**config.mk**
```make
export PLATFORM = sky130hd
export DESIGN_NAME = miriscv_lsu_flat
export DESIGN_NICKNAME = d
export VERILOG_FILES = /design/src/rtl/miriscv_lsu_if.sv /design/src/rtl/miriscv_lsu.sv /design/src/flat_wrapper.sv
export SDC_FILE = /design/constraint.sdc
export NUM_CORES = 1
export LEC_CHECK = 0
export CELL_PAD_IN_SITES_DETAIL_PLACEMENT = 2
export CELL_PAD_IN_SITES_GLOBAL_PLACEMENT = 2
export CORE_AREA = 2 2 157 159
export CTS_BUF_LIST = sky130_fd_sc_hd__clkbuf_16
export DETAILED_ROUTE_END_ITERATION = 16
export DIE_AREA = 0 0 159 161
export GPL_ROUTABILITY_DRIVEN = 0
export HOLD_SLACK_MARGIN = 0.06
export PLACE_DENSITY = 0.79
export SYNTH_ARGS = -nofsm -noshare
export SYNTH_HDL_FRONTEND = slang
export SYNTH_SLANG_ARGS = --single-unit
```
**constraint.sdc**
```tcl
create_clock -name clk_i -period 2 [get_ports clk_i]
set_clock_uncertainty 0.1 [all_clocks]
set_input_delay 0.4 -clock clk_i [delete_from_list [all_inputs] [get_ports clk_i]]
set_output_delay 0.4 -clock clk_i [all_outputs]
set_load 0.02 [all_outputs]
```
**src/rtl/miriscv_lsu_if.sv**
```systemverilog
// miriscv data-memory bus between the LSU and data memory.
// Request/grant/response handshake with word address and byte enables.
interface miriscv_lsu_if;
  logic        data_req_o;
  logic        data_we_o;
  logic [3:0]  data_be_o;
  logic [31:0] data_addr_o;
  logic [31:0] data_wdata_o;
  logic        data_gnt_i;
  logic        data_rvalid_i;
  logic [31:0] data_rdata_i;

  modport master (
    output data_req_o,
    output data_we_o,
    output data_be_o,
    output data_addr_o,
    output data_wdata_o,
    input  data_gnt_i,
    input  data_rvalid_i,
    input  data_rdata_i
  );

  modport slave (
    input  data_req_o,
    input  data_we_o,
    input  data_be_o,
    input  data_addr_o,
    input  data_wdata_o,
    output data_gnt_i,
    output data_rvalid_i,
    output data_rdata_i
  );
endinterface

```
**src/rtl/miriscv_lsu.sv**
```systemverilog
// miriscv load-store unit: one bus transaction per memory
// instruction, stalling the core until the response returns.
module miriscv_lsu (
  input  logic         clk_i,
  input  logic         rstn_i,
  input  logic         lsu_req_i,
  input  logic         lsu_we_i,
  input  logic [2:0]   lsu_size_i,
  input  logic [31:0]  lsu_addr_i,
  input  logic [31:0]  lsu_data_i,
  output logic [31:0]  lsu_data_o,
  output logic         lsu_stall_req_o,
  output logic         lsu_err_o,
  miriscv_lsu_if.master bus
);

  localparam logic [2:0] SzByte  = 3'd0;
  localparam logic [2:0] SzHalf  = 3'd1;
  localparam logic [2:0] SzWord  = 3'd2;
  localparam logic [2:0] SzUByte = 3'd4;
  localparam logic [2:0] SzUHalf = 3'd5;

  typedef enum logic [1:0] {
    IDLE,
    REQ,
    WAIT,
    DONE
  } state_t;

  state_t      state;
  state_t      stateNext;

  logic [1:0]  off;
  logic        legal;
  logic [3:0]  beNew;
  logic [31:0] wdataNew;

  logic        weQ;
  logic [3:0]  beQ;
  logic [31:0] addrQ;
  logic [31:0] wdataQ;
  logic [2:0]  sizeQ;
  logic [1:0]  offQ;
  logic [31:0] loadQ;

  logic [31:0] laneWord;
  logic [7:0]  byteLane;
  logic [15:0] halfLane;
  logic [31:0] loadVal;
  logic        capture;

  assign off = lsu_addr_i[1:0];

  always_comb begin
    legal    = 1'b0;
    beNew    = 4'b0000;
    wdataNew = lsu_data_i;
    case (lsu_size_i)
      SzByte, SzUByte: begin
        legal    = 1'b1;
        beNew    = 4'b0001 << off;
        wdataNew = {4{lsu_data_i[7:0]}};
      end
      SzHalf, SzUHalf: begin
        legal    = ~off[0];
        beNew    = 4'b0011 << {off[1], 1'b0};
        wdataNew = {2{lsu_data_i[15:0]}};
      end
      SzWord: begin
        legal    = (off == 2'b00);
        beNew    = 4'b1111;
        wdataNew = lsu_data_i;
      end
      default: legal = 1'b0;
    endcase
  end

  assign capture = (state == IDLE) & lsu_req_i & legal;

  always_comb begin
    stateNext = state;
    unique case (state)
      IDLE: if (capture) stateNext = REQ;
      REQ:  if (bus.data_gnt_i) stateNext = WAIT;
      WAIT: if (bus.data_rvalid_i) stateNext = DONE;
      DONE: stateNext = IDLE;
    endcase
  end

  // Lane selection always uses the offset captured with the request.
  assign laneWord = bus.data_rdata_i >> {offQ, 3'b000};
  assign byteLane = laneWord[7:0];
  assign halfLane = offQ[1] ? bus.data_rdata_i[31:16]
                            : bus.data_rdata_i[15:0];

  always_comb begin
    loadVal = bus.data_rdata_i;
    case (sizeQ)
      SzByte:  loadVal = {{24{byteLane[7]}}, byteLane};
      SzUByte: loadVal = {24'b0, byteLane};
      SzHalf:  loadVal = {{16{halfLane[15]}}, halfLane};
      SzUHalf: loadVal = {16'b0, halfLane};
      default: loadVal = bus.data_rdata_i;
    endcase
  end

  always_ff @(posedge clk_i) begin
    if (!rstn_i) begin
      state  <= IDLE;
      weQ    <= 1'b0;
      beQ    <= 4'b0;
      addrQ  <= 32'b0;
      wdataQ <= 32'b0;
      sizeQ  <= 3'b0;
      offQ   <= 2'b0;
      loadQ  <= 32'b0;
    end else begin
      state <= stateNext;
      if (capture) begin
        weQ    <= lsu_we_i;
        beQ    <= beNew;
        addrQ  <= {lsu_addr_i[31:2], 2'b00};
        wdataQ <= wdataNew;
        sizeQ  <= lsu_size_i;
        offQ   <= off;
      end
      if ((state == WAIT) && bus.data_rvalid_i && !weQ)
        loadQ <= loadVal;
    end
  end

  assign bus.data_req_o   = (state == REQ);
  assign bus.data_we_o    = weQ;
  assign bus.data_be_o    = beQ;
  assign bus.data_addr_o  = addrQ;
  assign bus.data_wdata_o = wdataQ;

  assign lsu_data_o = loadQ;

  // DONE drops stall for one cycle so the core retires exactly once.
  assign lsu_stall_req_o = rstn_i & lsu_req_i & legal & (state != DONE);
  assign lsu_err_o = rstn_i & (state == IDLE) & lsu_req_i & ~legal;

endmodule

```
**src/flat_wrapper.sv**
```systemverilog
// flat-port wrapper written by rule: the top's interface ports become plain ports
module miriscv_lsu_flat 
  (clk_i, rstn_i, lsu_req_i, lsu_we_i, lsu_size_i, lsu_addr_i, lsu_data_i, lsu_data_o, lsu_stall_req_o, lsu_err_o, bus_data_req_o, bus_data_we_o, bus_data_be_o, bus_data_addr_o, bus_data_wdata_o, bus_data_gnt_i, bus_data_rvalid_i, bus_data_rdata_i);
  miriscv_lsu_if bus_i ();
  input  logic clk_i;
  input  logic rstn_i;
  input  logic lsu_req_i;
  input  logic lsu_we_i;
  input  logic [2:0] lsu_size_i;
  input  logic [31:0] lsu_addr_i;
  input  logic [31:0] lsu_data_i;
  output logic [31:0] lsu_data_o;
  output logic lsu_stall_req_o;
  output logic lsu_err_o;
  output wire logic [$bits(bus_i.data_req_o)-1:0] bus_data_req_o;
  output wire logic [$bits(bus_i.data_we_o)-1:0] bus_data_we_o;
  output wire logic [$bits(bus_i.data_be_o)-1:0] bus_data_be_o;
  output wire logic [$bits(bus_i.data_addr_o)-1:0] bus_data_addr_o;
  output wire logic [$bits(bus_i.data_wdata_o)-1:0] bus_data_wdata_o;
  input wire logic [$bits(bus_i.data_gnt_i)-1:0] bus_data_gnt_i;
  input wire logic [$bits(bus_i.data_rvalid_i)-1:0] bus_data_rvalid_i;
  input wire logic [$bits(bus_i.data_rdata_i)-1:0] bus_data_rdata_i;
  assign bus_data_req_o = bus_i.data_req_o;
  assign bus_data_we_o = bus_i.data_we_o;
  assign bus_data_be_o = bus_i.data_be_o;
  assign bus_data_addr_o = bus_i.data_addr_o;
  assign bus_data_wdata_o = bus_i.data_wdata_o;
  assign bus_i.data_gnt_i = bus_data_gnt_i;
  assign bus_i.data_rvalid_i = bus_data_rvalid_i;
  assign bus_i.data_rdata_i = bus_data_rdata_i;
  miriscv_lsu u_core (.clk_i(clk_i), .rstn_i(rstn_i), .lsu_req_i(lsu_req_i), .lsu_we_i(lsu_we_i), .lsu_size_i(lsu_size_i), .lsu_addr_i(lsu_addr_i), .lsu_data_i(lsu_data_i), .lsu_data_o(lsu_data_o), .lsu_stall_req_o(lsu_stall_req_o), .lsu_err_o(lsu_err_o), .bus(bus_i));
endmodule
```
======== Word-level counts from Yosys, hierarchy flattened ========
Index checks and enable logic that the tools add are counted.
operators by class
  equality and inequality tests ........... 14
  shift operators ......................... 3
  muxes and demuxes ....................... 9
  bitwise gates (word level) .............. 10
  reductions and logical operators ........ 10
operator list
  cell                                              count
  case mux 32 bit (4 select lines)                  1
  case mux 32 bit (2 select lines)                  1
  right shift 32 x 5 -> 8 bit                       1
  2-to-1 mux 16 bit                                 1
  == test 3 bit (second input constant)             4
  case mux 4 bit (3 select lines)                   1
  AND 1 bit                                         8
  case mux 2 bit (4 select lines)                   1
  == test 3 x 1 -> 1 bit (second input constant)    2
  zero test 3 bit                                   2
  2-to-1 mux 2 bit                                  3
  == test 2 bit (second input constant)             2
  zero test 2 bit                                   2
  != test 2 x 1 -> 1 bit (second input constant)    2
  != test 2 bit (second input constant)             2
  OR reduction 2 bit                                2
  left shift 1 x 2 -> 4 bit (first input constant)  1
  left shift 2 x 2 -> 4 bit (first input constant)  1
  == test 3 x 2 -> 1 bit (second input constant)    1
  case mux 1 bit (3 select lines)                   1
  AND reduction 3 bit                               1
  == test 2 x 1 -> 1 bit (second input constant)    1
  logical AND 1 bit                                 2
  NOT 1 bit                                         2
  zero test 1 bit                                   1
storage, ports and cells
  register bits ........................... 106
  input port bits ......................... 105
  output and inout bits ................... 104
  logic and storage cells ................. 54

======== Depth between registers and ports, before layout ========
Gate-level depths: netlist (run 1).
  word-level depth ........................ 6
  depth in mapped cells ................... 8
  mapped depth without buffers ............ 6

======== Least setup slack after synthesis (run 1) ========
OpenSTA, ideal clock, no wires.
  kind .................................... in2out
  start point ............................. input lsu_size_i[0]
  end point ............................... output lsu_stall_req_o
  arrival ................................. 1,836 ps
  data required time ...................... 1,500 ps
  slack ................................... -336 ps
  stages .................................. 4
  buffers on the path ..................... 1
  path through ............................ clkbuf_1 or4_4 a21oi_1 nor3b_1
between the ends
  longest elaborated chain between the ends .. 5
  elaborated cells between the ends (all ways) .. 10
  classes of those cells .................. 4 x eq/ne; 1 x mux; 2 x bitwise; 3 x reduce/logical
ends and longest elaborated chain
  what                                                  RTL line            text
  start: declaration                                    flat_wrapper.sv:9   input logic [2:0] lsu_size_i;
  == test 3 x 1 -> 1 bit, or another cell as far along  miriscv_lsu.sv:58   case (lsu_size_i)
  OR reduction 2 bit                                    miriscv_lsu.sv:58
  case mux 1 bit (3 select lines) *                     miriscv_lsu.sv:58
  AND 1 bit * (2 in a row)                              miriscv_lsu.sv:141  assign lsu_stall_req_o = rstn_i & lsu_req_i & legal & (state != DONE);
  end: declaration                                      flat_wrapper.sv:13  output logic lsu_stall_req_o;
Mark *: on every way between the ends. The rest lies on a longest branch, timed or not.

======== Worst setup path after layout (run 1) ========
  start point ............................. input lsu_addr_i[0]
  end point ............................... output lsu_stall_req_o
between the ends
  longest elaborated chain between the ends .. 4
  elaborated cells between the ends (all ways) .. 5
  classes of those cells .................. 1 x mux; 3 x bitwise; 1 x reduce/logical
ends and longest elaborated chain
  what                                          RTL line                              text
  start: declaration                            flat_wrapper.sv:10                    input logic [31:0] lsu_addr_i;
  zero test 2 bit or NOT 1 bit (tied branches)  miriscv_lsu.sv:70, miriscv_lsu.sv:65
  case mux 1 bit (3 select lines) *             miriscv_lsu.sv:58
  AND 1 bit * (2 in a row)                      miriscv_lsu.sv:141
Marked as above.

==> results.json, run 1 <==
{
  "outcome": "complete, but fails checks",
  "violations": "setup timing",
  "cpMostUsedCell": "buf_6",
  "hpwl_reported_at_the_end_of_detailed_placement_um": 14710,
  "worstMarginPinSlew_ns": 0.9422,
  "p_leak_nw": 2.857,
  "area.growth.synth_to_final_pct": 66.61,
  "endpoint": "lsu_stall_req_o",
  "synth_top_area_share_pct": 45.26,
  "dpl_worst_slack_ns": -0.8366,
  "fp-row-count": 57,
  "clock_tree_from_tritoncts": "done",
  "synth_area_leader_cell": "dfxtp_1",
  "initial_utilization_pct": 19.56,
  "dieHeight_um": 161,
  "worst_path_max_delay_cell": "or4_4",
  "reg2reg_to": "u_core.bus.data_wdata_o[11]",
  "period_share_pct": 100.9,
  "cp.arrival_ns": 1.52,
  "syn_inst": 589,
  "p_total_mw": 6.888,
  "drv_slew": 0,
  "timing.critical_path.from_type": "primary input",
  "ant_nets": 0,
  "ys_seq_elements": 106,
  "chipWidth_um": 159,
  "maxClockFrequency_ghz": 0.4955,
  "worstRegToRegCells": 9,
  "reg2reg_from": "u_core.state[0]",
  "cts_buffer_depth": 2,
  "total_cts_buffers": 9,
  "cts_sinks": 106,
  "holdWs_ns": 0.3577,
  "cts.reportedPaths.clkPinSlew_ns": 0.07,
  "finalWorstPathRequiredPeriod_ns": 2.018,
  "syn_area_sq_um": 4688,
  "vias": 5114,
  "routed_len_inst_um": 17.40,
  "pin_count_of_the_biggest_net_entering_global_routing": 81,
  "synthTopCellsByArea": "dfxtp_1, nand2_1, a21oi_1, mux2i_1, o21ai_0",
  "cts_hold_buf": 0,
  "drt_pass1_iterations": 4,
  "finalInstanceArea_sq_um": 7811,
  "finalSetupViolations": 1,
  "deepest_level_of_the_cts_h_tree": 3,
  "drcViolationCount": 0,
  "crit_required_ns": 1.50,
  "power_per_cell_area_nw_per_um2": 881.8,
  "syn-mean-instance-area_sq_um": 7.960,
  "slowest_delay_ns": 0.55,
  "grt_overflow": 0,
  "yosysWarningCount": 0,
  "placement.io_buffers": 206,
  "slew_headroom_pct": 37.19,
  "design.portCount": 209,
  "peakVddDrop_mv": 0.3979,
  "number_of_antenna_violations_at_the_first_check_in_global_routing": 0,
  "worst-r2r-setup-slack_ns": 0.11,
  "place_area_sq_um": 7465,
  "setup_ws_ns": -0.01805,
  "clock_insertion_delay_worst_skew_ns": 0.35,
  "worst_setup_path_end_kind": "primary output",
  "number_of_unique_standard_cell_types_used_by_synthesis": 38,
  "core_region_area_sq_um": 23960,
  "grt_first_pass_wirelength_um": 31230,
  "cp_max_fanout": 2,
  "grt_pass1_vias": 5712,
  "finish.net_count": 930,
  "setup.worst_path.class": "in2out",
  "post_route_cells_drive_above_1_share_pct": 11.88,
  "cap_violations": 0,
  "crit_start": "lsu_addr_i[0]",
  "track_usage_pct": 15.34,
  "critical_path.cell_chain": "buf_6 -> or4_4 -> a21oi_4 -> nor3b_4 -> buf_6",
  "hold_viol": 0,
  "grt_setup_unrepaired": "yes",
  "die_area_sq_um": 25600,
  "hold_path_class": "reg2reg",
  "n_antenna_cell": 0,
  "synth_seq_area_share_pct": 45.26,
  "post_drt_via_cell_ratio": 4.451,
  "num-fill-cells": 2777,
  "worst_hold_path.num_cells": 2,
  "cts_root_buf": "clkbuf_16",
  "totalWireLength_um": 19990,
  "drt-initial-drc-count": 168
}
-- final cells by class --
class	instances	area (sq um)	share of cell area (%)
clock inverter	7	38.79	0.4966
clock buffer	9	225.2	2.883
multi-input combinational	428	2371	30.35
tap	324	405.4	5.190
timing repair buffer	265	2610	33.41
sequential	106	2123	27.18
inverter	10	37.54	0.4805
-- cell usage after synthesis --
cell / n
a211oi_1: 14
a211oi_2: 1
a211oi_4: 1
a21o_1: 1
a21oi_1: 73
a221oi_1: 8
a22o_1: 1
a22oi_1: 1
a311oi_1: 8
buf_1: 1
buf_2: 8
buf_4: 5
clkbuf_1: 32
conb_1: 1
dfxtp_1: 106
ha_1: 5
inv_1: 9
inv_2: 1
mux2_2: 7
mux2i_1: 25
mux4_2: 1
nand2_1: 155
nand2b_1: 10
nand3_1: 8
nand3b_1: 1
nor2_1: 32
nor2b_1: 9
nor3_1: 6
nor3b_1: 3
nor4_1: 1
o2111a_1: 1
o211a_1: 1
o211ai_1: 1
o21ai_0: 42
o31ai_1: 7
or2_2: 1
or3_1: 1
or4_4: 1
-- where the power goes --
part | total (mW) | internal, mW | switching, mW
clock network | 1.68 | 0.832 | 0.850
logic | 2.63 | 1.25 | 1.38
registers | 2.58 | 2.41 | 0.169
-- registers in the layout, indices dropped and copies added (netlist names) --
name	flops
u_core.bus.data_wdata_o	32
u_core.offQ	2
u_core.bus.data_addr_o	30
u_core.bus.data_be_o	4
u_core.lsu_data_o	32
u_core.state	2
u_core.sizeQ	3
u_core.bus.data_we_o	1
-- layer usage --
metal / GRT usage [%] / up-vias / share of wire (%)
met5: 0 / - / 0
met4: 2.314 / 0 / 0.55
met3: 5.521 / 10 / 6.4
met2: 28.08 / 136 / 51
met1: 17.46 / 2498 / 42
li1: - / 2470 / -
-- worst min-delay path by stage --
stage,from,end
floorplan,u_core.sizeQ[2],u_core.sizeQ[2]
global placement,u_core.bus.data_addr_o[23],u_core.bus.data_addr_o[23]
detailed placement,u_core.bus.data_addr_o[14],u_core.bus.data_addr_o[14]
CTS,u_core.bus.data_addr_o[7],u_core.bus.data_addr_o[7]
global route,u_core.bus.data_addr_o[10],u_core.bus.data_addr_o[10]
finish,u_core.bus.data_addr_o[21],u_core.bus.data_addr_o[21]
-- through the flow --
step | setup TNS (ns) | std cells | util, %
detailed placement | -49.88 | 1128 | 31.15
floorplan | 0 | 590 | -
finish | -0.01805 | 1149 | 32.60
global route | -0.05741 | 1149 | 32.60
global placement | -44.28 | 1128 | 31.15
CTS | -0.03575 | 1145 | 32.26
-- critical path, delay by kind of cell --
kind | cells | cell delay [ns]
simple gates | 2 | 0.74
compound gates | 1 | 0.15
buf+inv | 2 | 0.23
-- repair_timing --
item / in CTS / in global routing
setup endpoints to repair: 75 / 50
buffers inserted: 1 / 3
pin swaps: 2 / 4
gates cloned: 0 / 1
gates resized for setup: 29 / 7
-- layout by cell type, fill, tap and decap left out, types with 2 or more instances in the layout --
cell type / netlist / final
o21ai_0: 42 / 42
buf_2: 8 / 3
nand3_1: 8 / 8
conb_1: 1 / 2
clkdlybuf4s15_1: 0 / 2
inv_1: 9 / 11
buf_12: 0 / 6
dfxtp_1: 106 / 105
clkbuf_16: 0 / 10
a311oi_1: 8 / 8
nor2b_1: 9 / 9
clkinvlp_4: 0 / 3
buf_4: 5 / 50
nand2_1: 155 / 154
a221oi_1: 8 / 8
buf_6: 0 / 4
ha_1: 5 / 5
a21oi_1: 73 / 71
nor2_1: 32 / 32
o31ai_1: 7 / 6
mux2_2: 7 / 7
nand2b_1: 10 / 10
nor3_1: 6 / 6
clkdlybuf4s50_1: 0 / 198
a211oi_1: 14 / 14
nor3b_1: 3 / 2
mux2i_1: 25 / 25
-- logic make-up after synthesis --
logic type      count (synthesis)  share of synthesized area [%]
flops                         106                          45.26
compound gates                160                          20.44
simple gates                  228                          20.28
fa+ha+maj                       5                          1.334
other cells                     1                        0.07999
buf+inv                        56                          5.097
mux                            33                          7.499
Note: power is estimated with default switching activity, not from simulation.
==> run 2: changes to the inputs <==
Settings changed: SETUP_SLACK_MARGIN from default to 0.02.
==> run 2 against run 1 <==
Effect of this change:
- the flow still finishes with violations (setup timing)
- count of clock-buffer cells in the layout did not move
- sequential share of layout area is 0.30 points lower
- flip-flop and latch count stayed put
- die area did not move
- clock power hardly changed
- via count barely moved
- first-iteration DRC count shrank 0.60%
- critical path type unchanged
- worst setup slack improved by 0.0047 ns
- largest power group unchanged
- largest cell class unchanged
- power is 1.2% higher
- global-route usage is the same
==> results.json, run 2 (synthesized netlist as in run 1, its figures left out) <==
{
  "hold_path_class": "reg2reg",
  "power_per_cell_area_nw_per_um2": 882.4,
  "fp-row-count": 57,
  "grt_first_pass_wirelength_um": 31230,
  "cts_hold_buf": 0,
  "hpwl_reported_at_the_end_of_detailed_placement_um": 14710,
  "grt_overflow": 0,
  "hold_viol": 0,
  "worst_hold_path.num_cells": 2,
  "layout_common_cells": "clkdlybuf4s50_1, nand2_1, dfxtp_1",
  "cp.arrival_ns": 1.51,
  "cp_max_fanout": 2,
  "worstRegToRegCells": 9,
  "final_common_cell": "clkdlybuf4s50_1",
  "setup_ws_ns": -0.01339,
  "die_area_sq_um": 25600,
  "drt_pass1_iterations": 4,
  "routed_len_inst_um": 17.64,
  "grt_setup_unrepaired": "yes",
  "crit_required_ns": 1.50,
  "drcViolationCount": 0,
  "cap_violations": 0,
  "cts.reportedPaths.clkPinSlew_ns": 0.07,
  "clock_insertion_delay_worst_skew_ns": 0.35,
  "p_total_mw": 6.969,
  "clock_tree_from_tritoncts": "done",
  "area.growth.synth_to_final_pct": 68.45,
  "initial_utilization_pct": 19.56,
  "maxClockFrequency_ghz": 0.4967,
  "ant_nets": 0,
  "vias": 5117,
  "track_usage_pct": 15.34,
  "post_route_cells_drive_above_1_share_pct": 12.56,
  "post_drt_via_cell_ratio": 4.442,
  "finalWorstPathRequiredPeriod_ns": 2.013,
  "pin_count_of_the_biggest_net_entering_global_routing": 81,
  "total_cts_buffers": 9,
  "period_share_pct": 100.7,
  "n_antenna_cell": 0,
  "place_area_sq_um": 7465,
  "p_leak_nw": 2.898,
  "deepest_level_of_the_cts_h_tree": 3,
  "timing.critical_path.from_type": "primary input",
  "drt-initial-drc-count": 167,
  "finalInstanceArea_sq_um": 7898,
  "number_of_antenna_violations_at_the_first_check_in_global_routing": 0,
  "design.portCount": 209,
  "cts_buffer_depth": 2,
  "worstMarginPinSlew_ns": 0.9444,
  "setup.worst_path.class": "in2out",
  "core_region_area_sq_um": 23960,
  "cts_root_buf": "clkbuf_16",
  "outcome": "complete, but fails checks",
  "placement.io_buffers": 206,
  "dieHeight_um": 161,
  "cts_sinks": 106,
  "finish.net_count": 933,
  "slew_headroom_pct": 37.04,
  "worst_setup_path_end_kind": "primary output",
  "drv_slew": 0,
  "totalWireLength_um": 20320,
  "peakVddDrop_mv": 0.3997,
  "violations": "setup timing",
  "chipWidth_um": 159,
  "finalSetupViolations": 1,
  "grt_pass1_vias": 5714
}
run 2: cell count changes in the layout (fill, tap and decap cells not counted), moves of 2 or more:
cell and change:
a21oi_1 -2, a21oi_2 +2, buf_6 +2, clkbuf_16 +2
run 2: through the flow:
stage / instances / setup TNS [ns] / util [%] / hold WS [ns] / setup slack (ns)
6_report: 1152 / -0.01339 / 32.96 / 0.3570 / -0.01339
3_5_place_dp: 1128 / -49.88 / 31.15 / 0.3513 / -0.8366
5_1_grt: 1152 / -0.2715 / 32.96 / 0.3787 / -0.05865
2_1_floorplan: 590 / 0 / - / 0.3495 / 0.05612
4_1_cts: 1145 / -0.03575 / 32.26 / 0.3620 / -0.03575
3_3_place_gp: 1128 / -44.28 / 31.15 / 0.3418 / -0.8122
run 2: routing by layer:
layer / vias up / track usage [%] / routed length, um
met4: 0 / 2.314 / 150
met5: - / 0 / 0
met2: 136 / 28.08 / 10420
met1: 2491 / 17.46 / 8479
met3: 12 / 5.521 / 1269
li1: 2478 / - / -
run 2: worst paths after layout:
check	from	to	slack (ns)
setup / recovery	lsu_addr_i[0]	lsu_stall_req_o	-0.01
setup reg to reg	u_core.state[0]	u_core.bus.data_be_o[3]	0.09
hold reg to reg	u_core.bus.data_addr_o[14]	u_core.bus.data_addr_o[14]	0.36
hold / removal	u_core.bus.data_addr_o[14]	u_core.bus.data_addr_o[14]	0.36
run 2: final cells by class:
| cell class | instances | area, sq um |
|---|---|---|
| Fill cell | 2765 | 16070 |
| Timing Repair Buffer | 268 | 2678 |
| Multi-Input combinational cell | 428 | 2390 |
| Sequential cell | 106 | 2123 |
| Tap cell | 324 | 405.4 |
| Clock buffer | 9 | 225.2 |
| Clock inverter | 7 | 38.79 |
| Inverter | 10 | 37.54 |
run 2: power by group:
group / switching, mW / total, mW / internal [mW]
Sequential: 0.170 / 2.58 / 2.41
Clock: 0.852 / 1.68 / 0.832
Combinational: 1.41 / 2.71 / 1.30
Total: 2.43 / 6.97 / 4.54
run 2: worst max-delay path, stage by stage:
cell     delay, ns
buf_6         0.09
or4_4         0.55
a21oi_4       0.14
nor3b_4       0.19
buf_6         0.14
run 2: repair_timing:
action                                  CTS  global route
setup buffers                             1             4
endpoints found under the setup margin   75            60
gates resized for setup                  29            14
gates cloned                              0             3
pin swaps                                 2            10
